<file path="config.mk">
export PLATFORM = sky130hd
export DESIGN_NAME = alu_sequencer
export DESIGN_NICKNAME = d
export VERILOG_FILES = /design/src/rtl/alu_seq_pkg.sv /design/src/rtl/rr_arbiter2.sv /design/src/rtl/alu_sequencer.sv
export SDC_FILE = /design/constraint.sdc
export NUM_CORES = 1
export LEC_CHECK = 0
export CAP_MARGIN = 15
export CELL_PAD_IN_SITES_DETAIL_PLACEMENT = 0
export CELL_PAD_IN_SITES_GLOBAL_PLACEMENT = 2
export CORE_MARGIN = 2
export CORE_UTILIZATION = 24
export DETAILED_ROUTE_END_ITERATION = 16
export HOLD_SLACK_MARGIN = 0.12
export PLACE_DENSITY_LB_ADDON = 0.05
export SYNTH_ARGS = -nofsm -noshare
export SYNTH_HDL_FRONTEND = slang
export SYNTH_HIERARCHICAL = 1
export SYNTH_SLANG_ARGS = --single-unit
</file>
<file path="constraint.sdc">
create_clock -name clk -period 7.4 [get_ports clk]
set_input_delay 1.48 -clock clk [delete_from_list [all_inputs] [get_ports clk]]
set_output_delay 1.48 -clock clk [all_outputs]
set_load 0.05 [all_outputs]
</file>
<file path="src/rtl/alu_seq_pkg.sv">
// alu_seq_pkg
//   Shared definitions for the ALU sequencer:
//   - opcode constants understood by the shared ALU
//   - sequencer state encoding (IDLE / EXEC / RESP)
//   - op_latency(): number of EXEC cycles an opcode needs
//   - op_legal():   whether the ALU implements an opcode
package alu_seq_pkg;

  localparam logic [3:0] OP_ADD  = 4'b0000;
  localparam logic [3:0] OP_SUB  = 4'b0001;
  localparam logic [3:0] OP_MUL  = 4'b0100;
  localparam logic [3:0] OP_DIV  = 4'b0101;
  localparam logic [3:0] OP_MOV  = 4'b0111;
  localparam logic [3:0] OP_SWAP = 4'b1000;
  localparam logic [3:0] OP_AND  = 4'b1001;
  localparam logic [3:0] OP_OR   = 4'b1011;

  typedef enum logic [1:0] {
    ST_IDLE = 2'd0,
    ST_EXEC = 2'd1,
    ST_RESP = 2'd2
  } seq_state_e;

  // EXEC cycles for an opcode; multiply and divide are multi-cycle in the ALU.
  function automatic int op_latency(input logic [3:0] op, input int mul_lat, input int div_lat);
    case (op)
      OP_MUL:  return mul_lat;
      OP_DIV:  return div_lat;
      default: return 1;
    endcase
  endfunction

  function automatic logic op_legal(input logic [3:0] op);
    case (op)
      OP_ADD, OP_SUB, OP_MUL, OP_DIV, OP_MOV, OP_SWAP, OP_AND, OP_OR: return 1'b1;
      default: return 1'b0;
    endcase
  endfunction

endpackage

</file>
<file path="src/rtl/rr_arbiter2.sv">
// rr_arbiter2
//   Two-way round-robin arbiter. When both requesters are valid the one that
//   was not granted most recently wins; a lone valid is always granted.
//   Ports:
//     clk      clock, rising edge
//     rst      asynchronous active-low reset (pointer -> requester 1)
//     valid    per-requester request (already qualified by the caller)
//     advance  a grant was taken this cycle; move the pointer
//     grant    one-hot (or zero) combinational grant
module rr_arbiter2 (
  input  logic       clk,
  input  logic       rst,
  input  logic [1:0] valid,
  input  logic       advance,
  output logic [1:0] grant
);

  // last_q = 1 means requester 1 was granted most recently. Resetting it to 1
  // lets requester 0 win the first tie.
  logic last_q, last_d;

  always_comb begin
    grant = 2'b00;
    case (valid)
      2'b01:   grant = 2'b01;
      2'b10:   grant = 2'b10;
      2'b11:   grant = last_q ? 2'b01 : 2'b10;
      default: grant = 2'b00;
    endcase
  end

  always_comb begin
    last_d = last_q;
    if (advance) last_d = grant[1];
  end

  always_ff @(posedge clk or negedge rst) begin
    if (!rst) last_q <= 1'b1;
    else      last_q <= last_d;
  end

endmodule

</file>
<file path="src/rtl/alu_sequencer.sv">
// alu_sequencer
//   Shares one combinational ALU between two requesters. A request is granted
//   round-robin in IDLE, its opcode/operands are latched and driven to the ALU
//   for the opcode's latency (EXEC), then the ALU results are captured and
//   offered on the response handshake (RESP). Illegal opcodes and divide by
//   zero skip EXEC and respond immediately with rsp_err=1 and zero results.
//   Ports:
//     clk, rst                     clock / asynchronous active-low reset
//     reqN_valid/ready/op/a/b      request handshakes, N = 0,1
//     rsp_valid/ready              response handshake
//     rsp_id/lower/upper/zero/err  response payload
//     alu_op/data1/data2           to the ALU, held from latched registers
//     alu_lower/upper/zero         from the ALU
module alu_sequencer
  import alu_seq_pkg::*;
#(
  parameter int DATA_W  = 17,
  parameter int MUL_LAT = 2,
  parameter int DIV_LAT = 4
) (
  input  logic              clk,
  input  logic              rst,
  input  logic              req0_valid,
  output logic              req0_ready,
  input  logic [3:0]        req0_op,
  input  logic [DATA_W-1:0] req0_a,
  input  logic [DATA_W-1:0] req0_b,
  input  logic              req1_valid,
  output logic              req1_ready,
  input  logic [3:0]        req1_op,
  input  logic [DATA_W-1:0] req1_a,
  input  logic [DATA_W-1:0] req1_b,
  output logic              rsp_valid,
  input  logic              rsp_ready,
  output logic              rsp_id,
  output logic [DATA_W-1:0] rsp_lower,
  output logic [DATA_W-1:0] rsp_upper,
  output logic [1:0]        rsp_zero,
  output logic              rsp_err,
  output logic [3:0]        alu_op,
  output logic [DATA_W-1:0] alu_data1,
  output logic [DATA_W-1:0] alu_data2,
  input  logic [DATA_W-1:0] alu_lower,
  input  logic [DATA_W-1:0] alu_upper,
  input  logic [1:0]        alu_zero
);

  localparam int MAX_LAT = (MUL_LAT > DIV_LAT) ? MUL_LAT : DIV_LAT;
  // Counter holds latency-1, so values 0..MAX_LAT-1.
  localparam int CNT_W   = (MAX_LAT > 1) ? $clog2(MAX_LAT) : 1;

  seq_state_e        state_q, state_d;
  logic [CNT_W-1:0]  cnt_q, cnt_d;
  logic [3:0]        op_q, op_d;
  logic [DATA_W-1:0] a_q, a_d, b_q, b_d;
  logic              id_q, id_d;
  logic [DATA_W-1:0] lower_q, lower_d, upper_q, upper_d;
  logic [1:0]        zero_q, zero_d;
  logic              err_q, err_d;

  logic [1:0]        arb_valid, grant;
  logic              accept, sel_id, sel_ok;
  logic [3:0]        sel_op;
  logic [DATA_W-1:0] sel_a, sel_b;
  logic [CNT_W-1:0]  lat_m1;

  // Requests are only visible to the arbiter in IDLE and out of reset, so
  // ready can never rise while busy or while reset is held.
  assign arb_valid = {req1_valid, req0_valid} & {2{(state_q == ST_IDLE) && rst}};

  rr_arbiter2 u_arb (
    .clk     (clk),
    .rst     (rst),
    .valid   (arb_valid),
    .advance (accept),
    .grant   (grant)
  );

  assign accept     = |grant;
  assign req0_ready = grant[0];
  assign req1_ready = grant[1];

  assign sel_id = grant[1];
  assign sel_op = sel_id ? req1_op : req0_op;
  assign sel_a  = sel_id ? req1_a  : req0_a;
  assign sel_b  = sel_id ? req1_b  : req0_b;
  assign sel_ok = op_legal(sel_op) && !((sel_op == OP_DIV) && (sel_b == '0));
  assign lat_m1 = CNT_W'(op_latency(sel_op, MUL_LAT, DIV_LAT) - 1);

  always_comb begin
    state_d = state_q;
    cnt_d   = cnt_q;
    op_d    = op_q;
    a_d     = a_q;
    b_d     = b_q;
    id_d    = id_q;
    lower_d = lower_q;
    upper_d = upper_q;
    zero_d  = zero_q;
    err_d   = err_q;
    case (state_q)
      ST_IDLE: begin
        if (accept) begin
          op_d = sel_op;
          a_d  = sel_a;
          b_d  = sel_b;
          id_d = sel_id;
          if (sel_ok) begin
            state_d = ST_EXEC;
            cnt_d   = lat_m1;
          end else begin
            // Rejected op: answer straight away without using the ALU result.
            state_d = ST_RESP;
            lower_d = '0;
            upper_d = '0;
            zero_d  = '0;
            err_d   = 1'b1;
          end
        end
      end
      ST_EXEC: begin
        if (cnt_q == '0) begin
          state_d = ST_RESP;
          lower_d = alu_lower;
          upper_d = alu_upper;
          zero_d  = alu_zero;
          err_d   = 1'b0;
        end else begin
          cnt_d = cnt_q - CNT_W'(1);
        end
      end
      ST_RESP: begin
        if (rsp_ready) state_d = ST_IDLE;
      end
      default: state_d = ST_IDLE;
    endcase
  end

  always_ff @(posedge clk or negedge rst) begin
    if (!rst) begin
      state_q <= ST_IDLE;
      cnt_q   <= '0;
      op_q    <= '0;
      a_q     <= '0;
      b_q     <= '0;
      id_q    <= 1'b0;
      lower_q <= '0;
      upper_q <= '0;
      zero_q  <= '0;
      err_q   <= 1'b0;
    end else begin
      state_q <= state_d;
      cnt_q   <= cnt_d;
      op_q    <= op_d;
      a_q     <= a_d;
      b_q     <= b_d;
      id_q    <= id_d;
      lower_q <= lower_d;
      upper_q <= upper_d;
      zero_q  <= zero_d;
      err_q   <= err_d;
    end
  end

  assign rsp_valid = (state_q == ST_RESP);
  assign rsp_id    = id_q;
  assign rsp_lower = lower_q;
  assign rsp_upper = upper_q;
  assign rsp_zero  = zero_q;
  assign rsp_err   = err_q;
  assign alu_op    = op_q;
  assign alu_data1 = a_q;
  assign alu_data2 = b_q;

endmodule

</file>
==> flow_summary.toml <==
[layout]
final_cell_mix = "194 x clkdlybuf4s50_1, 80 x dfrtp_1, 40 x nand2_1, 40 x o21ai_0, 38 x mux2i_1"
seqCellArea_um2 = 2030
syn_to_final_growth_pct = 68.3
stdcell_count = 687
mostFrequentLayoutCell = "clkdlybuf4s50_1"
multi_input_area_um2 = 1410
diodes = 0
fin_nets = 616
num-fill-cells = 1447
drive_above_1_share_pct = 6.56

[grt]
antenna_found_initial = 0
grt.overflow.total = 0
grt_usage_pct = 14.7
grt_max_degree = 74
grt_pass1_wl_um = 18000
grt_pass1_vias = 3181

[clock_tree]
clock_tree.buffer_depth = 2
path_clk_slew_ns = 0.06
clk_latency_ns = 0.34
cts_setup_buffers = 0
cts_tree = "built"
clock-sinks = 81
hold_buffers = 0
cts-buffers-inserted = 9
h-tree-depth = 3
ctsResizeCount = 0
clockRootBuffer = "clkbuf_16"

[worst_setup_path]
critPathLaunchType = "input pin"
crit_required_ns = 5.92
crit_family = "buffers and inverters"
slowest_stage = "clkdlybuf4s50_1"
cp_num_cells = 4
cp_cell_sequence = "clkdlybuf4s50_1 -> and3_1 -> a21boi_0 -> clkdlybuf4s50_1"
cp_slowest_stage_delay_ns = 0.88
crit_buf_inv = 2
path_common_cell = "clkdlybuf4s50_1"
crit_arrival_ns = 3.40
worst-r2r-cell-count = 10
r2r-start = "state_q[0]"
critical_path_class = "input pin to primary output"
crit_fanout = 3
crit_path_end_kind = "primary output"
startpoint = "req0_valid"

[pwr]
peakVddDrop_mv = 0.144
leakagePower_nw = 2.49
powerDensity_nw_per_um2 = 414

[floorplan]
die_y_um = 126
die_x_um = 126
rows = 44
fp.coreArea_um2 = 14500
floorplan.io_pins = 196
start_util_pct = 24.6
dieArea_um2 = 15900

[sta]
final.setup.worst_slack_ns = 2.52
rsz0062_at_grt = "no"
whs_ns = 0.474
fmax_mhz = 205
clock_skew_ns = 0.00625
final.min_clock_period_ns = 4.88
drv_slew = 0
relSlewSlack_pct = 43.2
setup_viol_count_final = 0
setup_tns_ns = 0
period_share_pct = 65.9
max_slew.worst_pin.slew_ns = 0.851
final_hold_viol_count = 0

[logic_synthesis]
synthTopCellsByArea = "dfrtp_1 56%, mux2i_1 11%, a22o_1 9.1%"
yosysWarnings = 6
synth_top_area_share_pct = 56.1
syn-instance-count = 306
netlist_area_um2 = 3570
avgSynthCellArea_um2 = 11.7
ys_seq_area_share_pct = 56.8
syn-num-nets = 424
ys_types = 37
yosysTopAreaCell = "dfrtp_1"
ys_ff_latch = 81

[drt]
dr.max_layer_used = "met4"
dr_wl_met3_um = 750
wl_per_cell_um = 16.3
postRouteAntennaNets = 0
wl_um = 11200
wl_met2_um = 5370
viasPerCell = 4.46
drt_iter0_drc = 139
route.vias.total = 3061
first_pass_iters = 4
met1_length_um = 4950
drc_errors = 0

[placed_design]
pre_cts_slack_ns = 2.53
dp_hpwl_um = 8170
numPortBuffers = 195
place.gp.congestion = 0.745
place_inst = 671

[run]
maxCapViolCount = 0

[worst_hold_path]
worstHoldPathCells = 2
hp-start = "alu_op[1]"
hold_path.class = "register to register"

[status]
status = "finished, final reports clean"
## area by class of cell
cell class                 instances  area share (%)
tap                              184            3.83
clock inverter                     4           0.834
clock buffer                      12            4.44
timing repair buffer             200            33.1
multi-input combinational        198            23.5
inverter                           8           0.500
sequential                        81            33.8
## per-stage QoR
stage / util [%] / power (mW) / instance area (µm²)
4_1_cts: 41.3 / 2.53 / 6000
3_5_place_dp: 39.1 / 2.04 / 5690
6_report: 41.3 / 2.48 / 6000
3_3_place_gp: 39.1 / 2.03 / 5690
2_1_floorplan: - / 1.55 / 3570
5_1_grt: 41.3 / 2.64 / 6000
## power breakdown
| group | total (mW) | switching, mW | internal (mW) |
|---|---|---|---|
| sequential | 0.700 | 0.0902 | 0.609 |
| combinational | 1.31 | 0.856 | 0.457 |
| clock | 0.471 | 0.182 | 0.288 |
## synth_stat cells, drive strengths merged
| cell type | instances |
|---|---|
| a2111oi | 1 |
| a211oi | 1 |
| a21boi | 2 |
| a21oi | 3 |
| a22o | 37 |
| a32o | 1 |
| and3 | 2 |
| buf | 11 |
| clkbuf | 8 |
| dfrtp | 80 |
| dfstp | 1 |
| ha | 1 |
| inv | 8 |
| mux2 | 1 |
| mux2i | 38 |
| nand2 | 41 |
| nand2b | 2 |
| nand4 | 2 |
| nor2 | 6 |
| nor3 | 3 |
| nor4 | 6 |
| nor4b | 2 |
| nor4bb | 1 |
| o21ai | 40 |
| o21ba | 1 |
| o22ai | 1 |
| o31ai | 3 |
| o32ai | 1 |
| or2 | 1 |
| or3 | 1 |
## registers in the layout (all words and copies together) (netlist names)
name,flops
rsp_err,1
rsp_lower,17
cnt_q,2
alu_data1,17
state_q,2
u_arb/last_q,1
rsp_upper,17
rsp_zero,2
alu_op,4
alu_data2,17
rsp_id,1
## path summary, 6_finish.rpt
| kind | to | slack, ns |
|---|---|---|
| hold / removal | alu_op[1] | 0.47 |
| max in group asynchronous | rsp_upper[12] | 5.26 |
| setup / recovery | req0_ready | 2.52 |
| setup reg to reg | rsp_upper[12] | 3.72 |
| hold reg to reg | alu_op[1] | 0.47 |
| min in group asynchronous | alu_data1[13] | 1.02 |
## tightest hold or removal path, cell delays in order (launching register included)
cell	delay [ns]
dfrtp_1	0.34
nand2_1	0.04
o21ai_0	0.05
## kinds of logic after synthesis
group / share of synthesized area (%)
flops: 56.8
simple gates: 9.19
compound gates: 18.6
buf+inv: 3.93
mux: 11.1
fa+ha+maj: 0.351
## per-layer routing
layer  GRT usage [%]  vias up
met2            23.1      103
met4            3.94        0
met1            19.1     1448
met3            5.40       11
met5               0        -
li1                -     1499
No activity file was read; power rests on OpenSTA's default activity.
==> edit 1 (config.mk and constraints unchanged) <==
Register the output `rsp_err` once more, cleared by the reset; this adds one clock of latency there. The other outputs are not delayed to match.
--- a/src/rtl/alu_sequencer.sv
+++ b/src/rtl/alu_sequencer.sv
@@ -169,3 +169,9 @@
   assign rsp_zero  = zero_q;
-  assign rsp_err   = err_q;
+  always_ff @(posedge clk or negedge rst) begin
+    if (!rst) begin
+      rsp_err <= '0;
+    end else begin
+      rsp_err <= err_q;
+    end
+  end
   assign alu_op    = op_q;
Check against the original RTL: not equivalent (a bounded check fails within 4 cycles, from zero or initial values and one cycle with rst low).
==> edit 1 against the original RTL <==
  * Count of clock-buffer cells in the layout decreased by 2
  * Design area decreased by 0.10%
  * Total power increased by 9.2%
  * Sequential cell count increased by 1
  * Setup slack improved by 0.038 ns
  * Sequential share of layout area increased by 0.45 points
  * Routed wire length decreased by 3.6%
  * Via count increased by 1.3%
  * Synthesized cell count increased by 1.3%
  * Synthesized area increased by 0.84%
  * Register-to-register slack improved by 0.03 ns
  * Clock power decreased by 11%
  * Critical endpoint unchanged
  * Largest cell class unchanged
  * Largest power group unchanged
==> edit 1: results <==
[worst_hold_path]
hp-start = "err_q"

[worst_setup_path]
crit_arrival_ns = 3.36
cp-startpoint = "req0_valid"

[sta]
tightestPinTransition_ns = 0.7364
fin_skew_ns = 0.006081

[pwr]
peakVddDrop_v = 0.0002064
p_leak_nw = 2.472

[layout]
nFillCells = 1432
fin_nets = 619

[drt]
drt_iter0_markers = 117
vias = 3100
wl_per_cell_um = 15.65
drt-total-wl_um = 10800

[placement]
dpl.hpwl_um = 7884
placed_cells = 674
gp_congestion = 0.7469
post_dp_cell_area_sq_um = 5717
pre_cts_slack_ns = 2.528

[grt]
grt_pass1_wl_um = 17200
grt_pass1_vias = 3233
grt_util_all_layers_pct = 13.72
grt_max_degree = 57

[synth]
ys_top_cells_by_count = "81 x dfrtp_1, 41 x nand2_1, 39 x mux2i_1"
synthTopCellsByArea = "dfrtp_1 56%, mux2i_1 11%, a22o_1 9.0%"
synth_nets = 428
synth-main-ff-cell = "dfrtp_1"
netlist_instances = 310
synth_seq_area_share_pct = 57.06
ys_types = 38

[clock_network]
root_buffer = "clkbuf_16"
cts.repair.resized = 0

[outcome]
status = "completed"
==> edit 1: worst max-delay path, cell delays in order <==
cell and delay, ns:
clkdlybuf4s50_1 0.44, and3_1 0.20, a21boi_0 0.32, clkdlybuf4s50_1 0.91
==> edit 1: logic make-up after synthesis <==
family,after synthesis,share of synthesized area (%)
buf+inv,26,3.720
simple gates,69,9.040
flops,82,57.06
fa+ha+maj,1,0.3476
compound gates,92,18.57
mux,40,11.27
==> edit 1: cell type report <==
type                            instances  area (sq um)  share of cell area (%)
Clock buffer                           10         239.0                   3.984
Clock inverter                          6         42.54                  0.7092
Inverter                                6         22.52                  0.3755
Multi-Input combinational cell        202          1424                   23.74
Sequential cell                        82          2053                   34.23
Tap cell                              184         230.2                   3.838
Timing Repair Buffer                  200          1987                   33.12
==> edit 1: power by group <==
part	leakage (nW)	switching [mW]	total, mW	internal, mW
clock	0.134	0.183	0.419	0.236
sequential	1.05	0.103	0.747	0.644
combinational	1.29	1.01	1.55	0.537
total	2.47	1.29	2.71	1.42
==> edit 1: per-layer routing <==
layer | part of all wire, % | up-vias | GRT usage (%) | wire [um]
met5 | 0 | - | 0 | 0
met4 | 2.1 | 0 | 4.331 | 225
met3 | 7.9 | 13 | 5.736 | 854
met2 | 47 | 117 | 21.80 | 5056
met1 | 43 | 1454 | 16.97 | 4664
li1 | - | 1516 | - | -
==> edit 1: final timing paths <==
| check | to | slack, ns | depth (start not counted) |
|---|---|---|---|
| max in group asynchronous | alu_data1[10] | 5.27 | 2 |
| max | req0_ready | 2.56 | 4 |
| max reg2reg | rsp_lower[5] | 3.75 | 10 |
| min reg2reg | rsp_err | 0.38 | 0 |
| min in group asynchronous | alu_data1[1] | 1.06 | 1 |
| min | rsp_err | 0.38 | 0 |
==> edit 2 (same settings) <==
Without the edit above. Change the parameter `MUL_LAT` from 2 to 4.
--- a/src/rtl/alu_sequencer.sv
+++ b/src/rtl/alu_sequencer.sv
@@ -17,3 +17,3 @@
   parameter int DATA_W  = 17,
-  parameter int MUL_LAT = 2,
+  parameter int MUL_LAT = 4,
   parameter int DIV_LAT = 4
Behaviour: not the same (a bounded check fails within 4 cycles, from zero or initial values and one cycle with rst low).
==> edit 2 against the original RTL <==
  * Synthesized cell count increased by 2.0%
  * Register-to-register slack improved by 0.17 ns
  * Setup slack got worse by 0.42 ns
  * Synthesized area increased by 0.77%
  * Sequential cell count unchanged
  * Clock skew decreased by 0.0026 ns
  * Via count decreased by 0.39%
  * Utilization decreased by 0.23 points
  * Total power increased by 14%
  * Routed wire length increased by 0.34%
  * Design area decreased by 0.19%
  * Largest cell class unchanged
==> edit 2: results <==
[synth]
synth_seq_cells = 81
ys_types = 38
synth_nets = 430
synth-main-ff-cell = "dfrtp_1"
synth_seq_area_share_pct = 56.40
yosysWarnings = 6
ys_top_cells_by_count = "80 x dfrtp_1, 43 x nand2_1, 41 x o21ai_0"
synth.area.mux_share_pct = 11.31
synth_compound_area_share_pct = 18.02
synthTopCellsByArea = "dfrtp_1 56%, mux2i_1 11%, a22o_1 9.0%"
synthArstFlopShare_pct = 100.0
synth_fa_ha_area_share_pct = 0.3479
syn_area_per_cell_sq_um = 11.53

[drt]
vias = 3049
drt-total-wl_um = 11250
drt_iter0_markers = 126
wl_per_cell_um = 16.25
first_pass_iters = 4

[grt]
grt_pass1_wl_um = 17690
grt_max_degree = 79
grt_pass1_vias = 3172
antenna_found_initial = 0
grt_util_all_layers_pct = 14.31

[layout]
nFillCells = 1403
seqAreaFraction_pct = 33.84
nNonClkBuffers = 200
multi_input_cells = 206
inverters = 5
bufAreaShareNonClock_pct = 33.15
drive_gt1_share_pct = 6.102
multi_input_area_sq_um = 1451
fin_nets = 621
final-clk-cell-share_pct = 4.635

[pwr]
peakVddDrop_v = 0.0001737
p_leak_nw = 2.520

[worst_setup_path]
r2r-start = "state_q[0]"
r2r-end = "rsp_upper[2]"
crit_arrival_ns = 3.82
cp_max_fo = 48
ff2ff_setup_slack_ns = 3.89
worstRegToRegCells = 10
cp-startpoint = "req1_valid"

[outcome]
status = "completed"

[placement]
port_buffers = 195
dpl.hpwl_um = 8065
placed_cells = 676
gp_congestion = 0.7578

[clock_network]
cts_made_buffers = 9
post_cts_buffers = 0
clock_latency_ns = 0.34
root_buffer = "clkbuf_16"
cts_max_path_buffers = 2

[sta]
fin_skew_ns = 0.003643
worst_hold_slack_ns = 0.4787
tightestPinTransition_ns = 0.8204

[worst_hold_path]
hp-start = "alu_data2[13]"
holdPathEnd = "alu_data2[13]"
-- edit 2: cell count changes after synthesis, moves of 2 or more --
| cell | before | now |
|---|---|---|
| and2_1 | 0 | 2 |
| nand2_1 | 41 | 43 |
| o31ai_1 | 2 | 0 |
| inv_1 | 8 | 5 |
| clkbuf_1 | 8 | 11 |
| nor2b_1 | 0 | 3 |
| nand4_1 | 2 | 0 |
| buf_2 | 4 | 2 |
-- edit 2: worst max-delay path by stage --
stage	endpoint	depth (start not counted)
finish	req1_ready	5
global route	req1_ready	5
CTS	req1_ready	5
detailed placement	req1_ready	5
global placement	req1_ready	5
floorplan	req0_ready	2
-- edit 2: power by group --
part | leakage (nW) | internal [mW] | switching (mW) | total (mW)
combinational | 1.35 | 0.575 | 1.08 | 1.65
clock | 0.137 | 0.230 | 0.195 | 0.425
sequential | 1.03 | 0.652 | 0.112 | 0.765
-- edit 2: worst max-delay path: stages --
cell and delay (ns):
clkdlybuf4s50_1 0.45, and3_1 0.16, a21boi_4 0.16, buf_4 0.61, clkdlybuf4s50_1 0.96
-- edit 2: metal layers --
metal / vias to the layer above / global-route usage (%) / wire length (um)
li1: 1521 / - / -
met1: 1409 / 19.13 / 5236
met2: 109 / 22.08 / 5068
met3: 10 / 4.386 / 783
met4: 0 / 4.848 / 157
met5: - / 0 / 0
-- edit 2: metrics by stage --
stage	power [mW]	setup slack [ns]	instance area (sq um)	utilization (%)
final	2.841	2.102	5993	41.08
after global placement	2.434	2.066	5715	39.18
after global routing	3.010	1.986	5993	41.08
after floorplan	1.854	3.038	3596	-
after CTS	2.888	2.032	5993	41.08
after detailed placement	2.445	2.031	5715	39.18
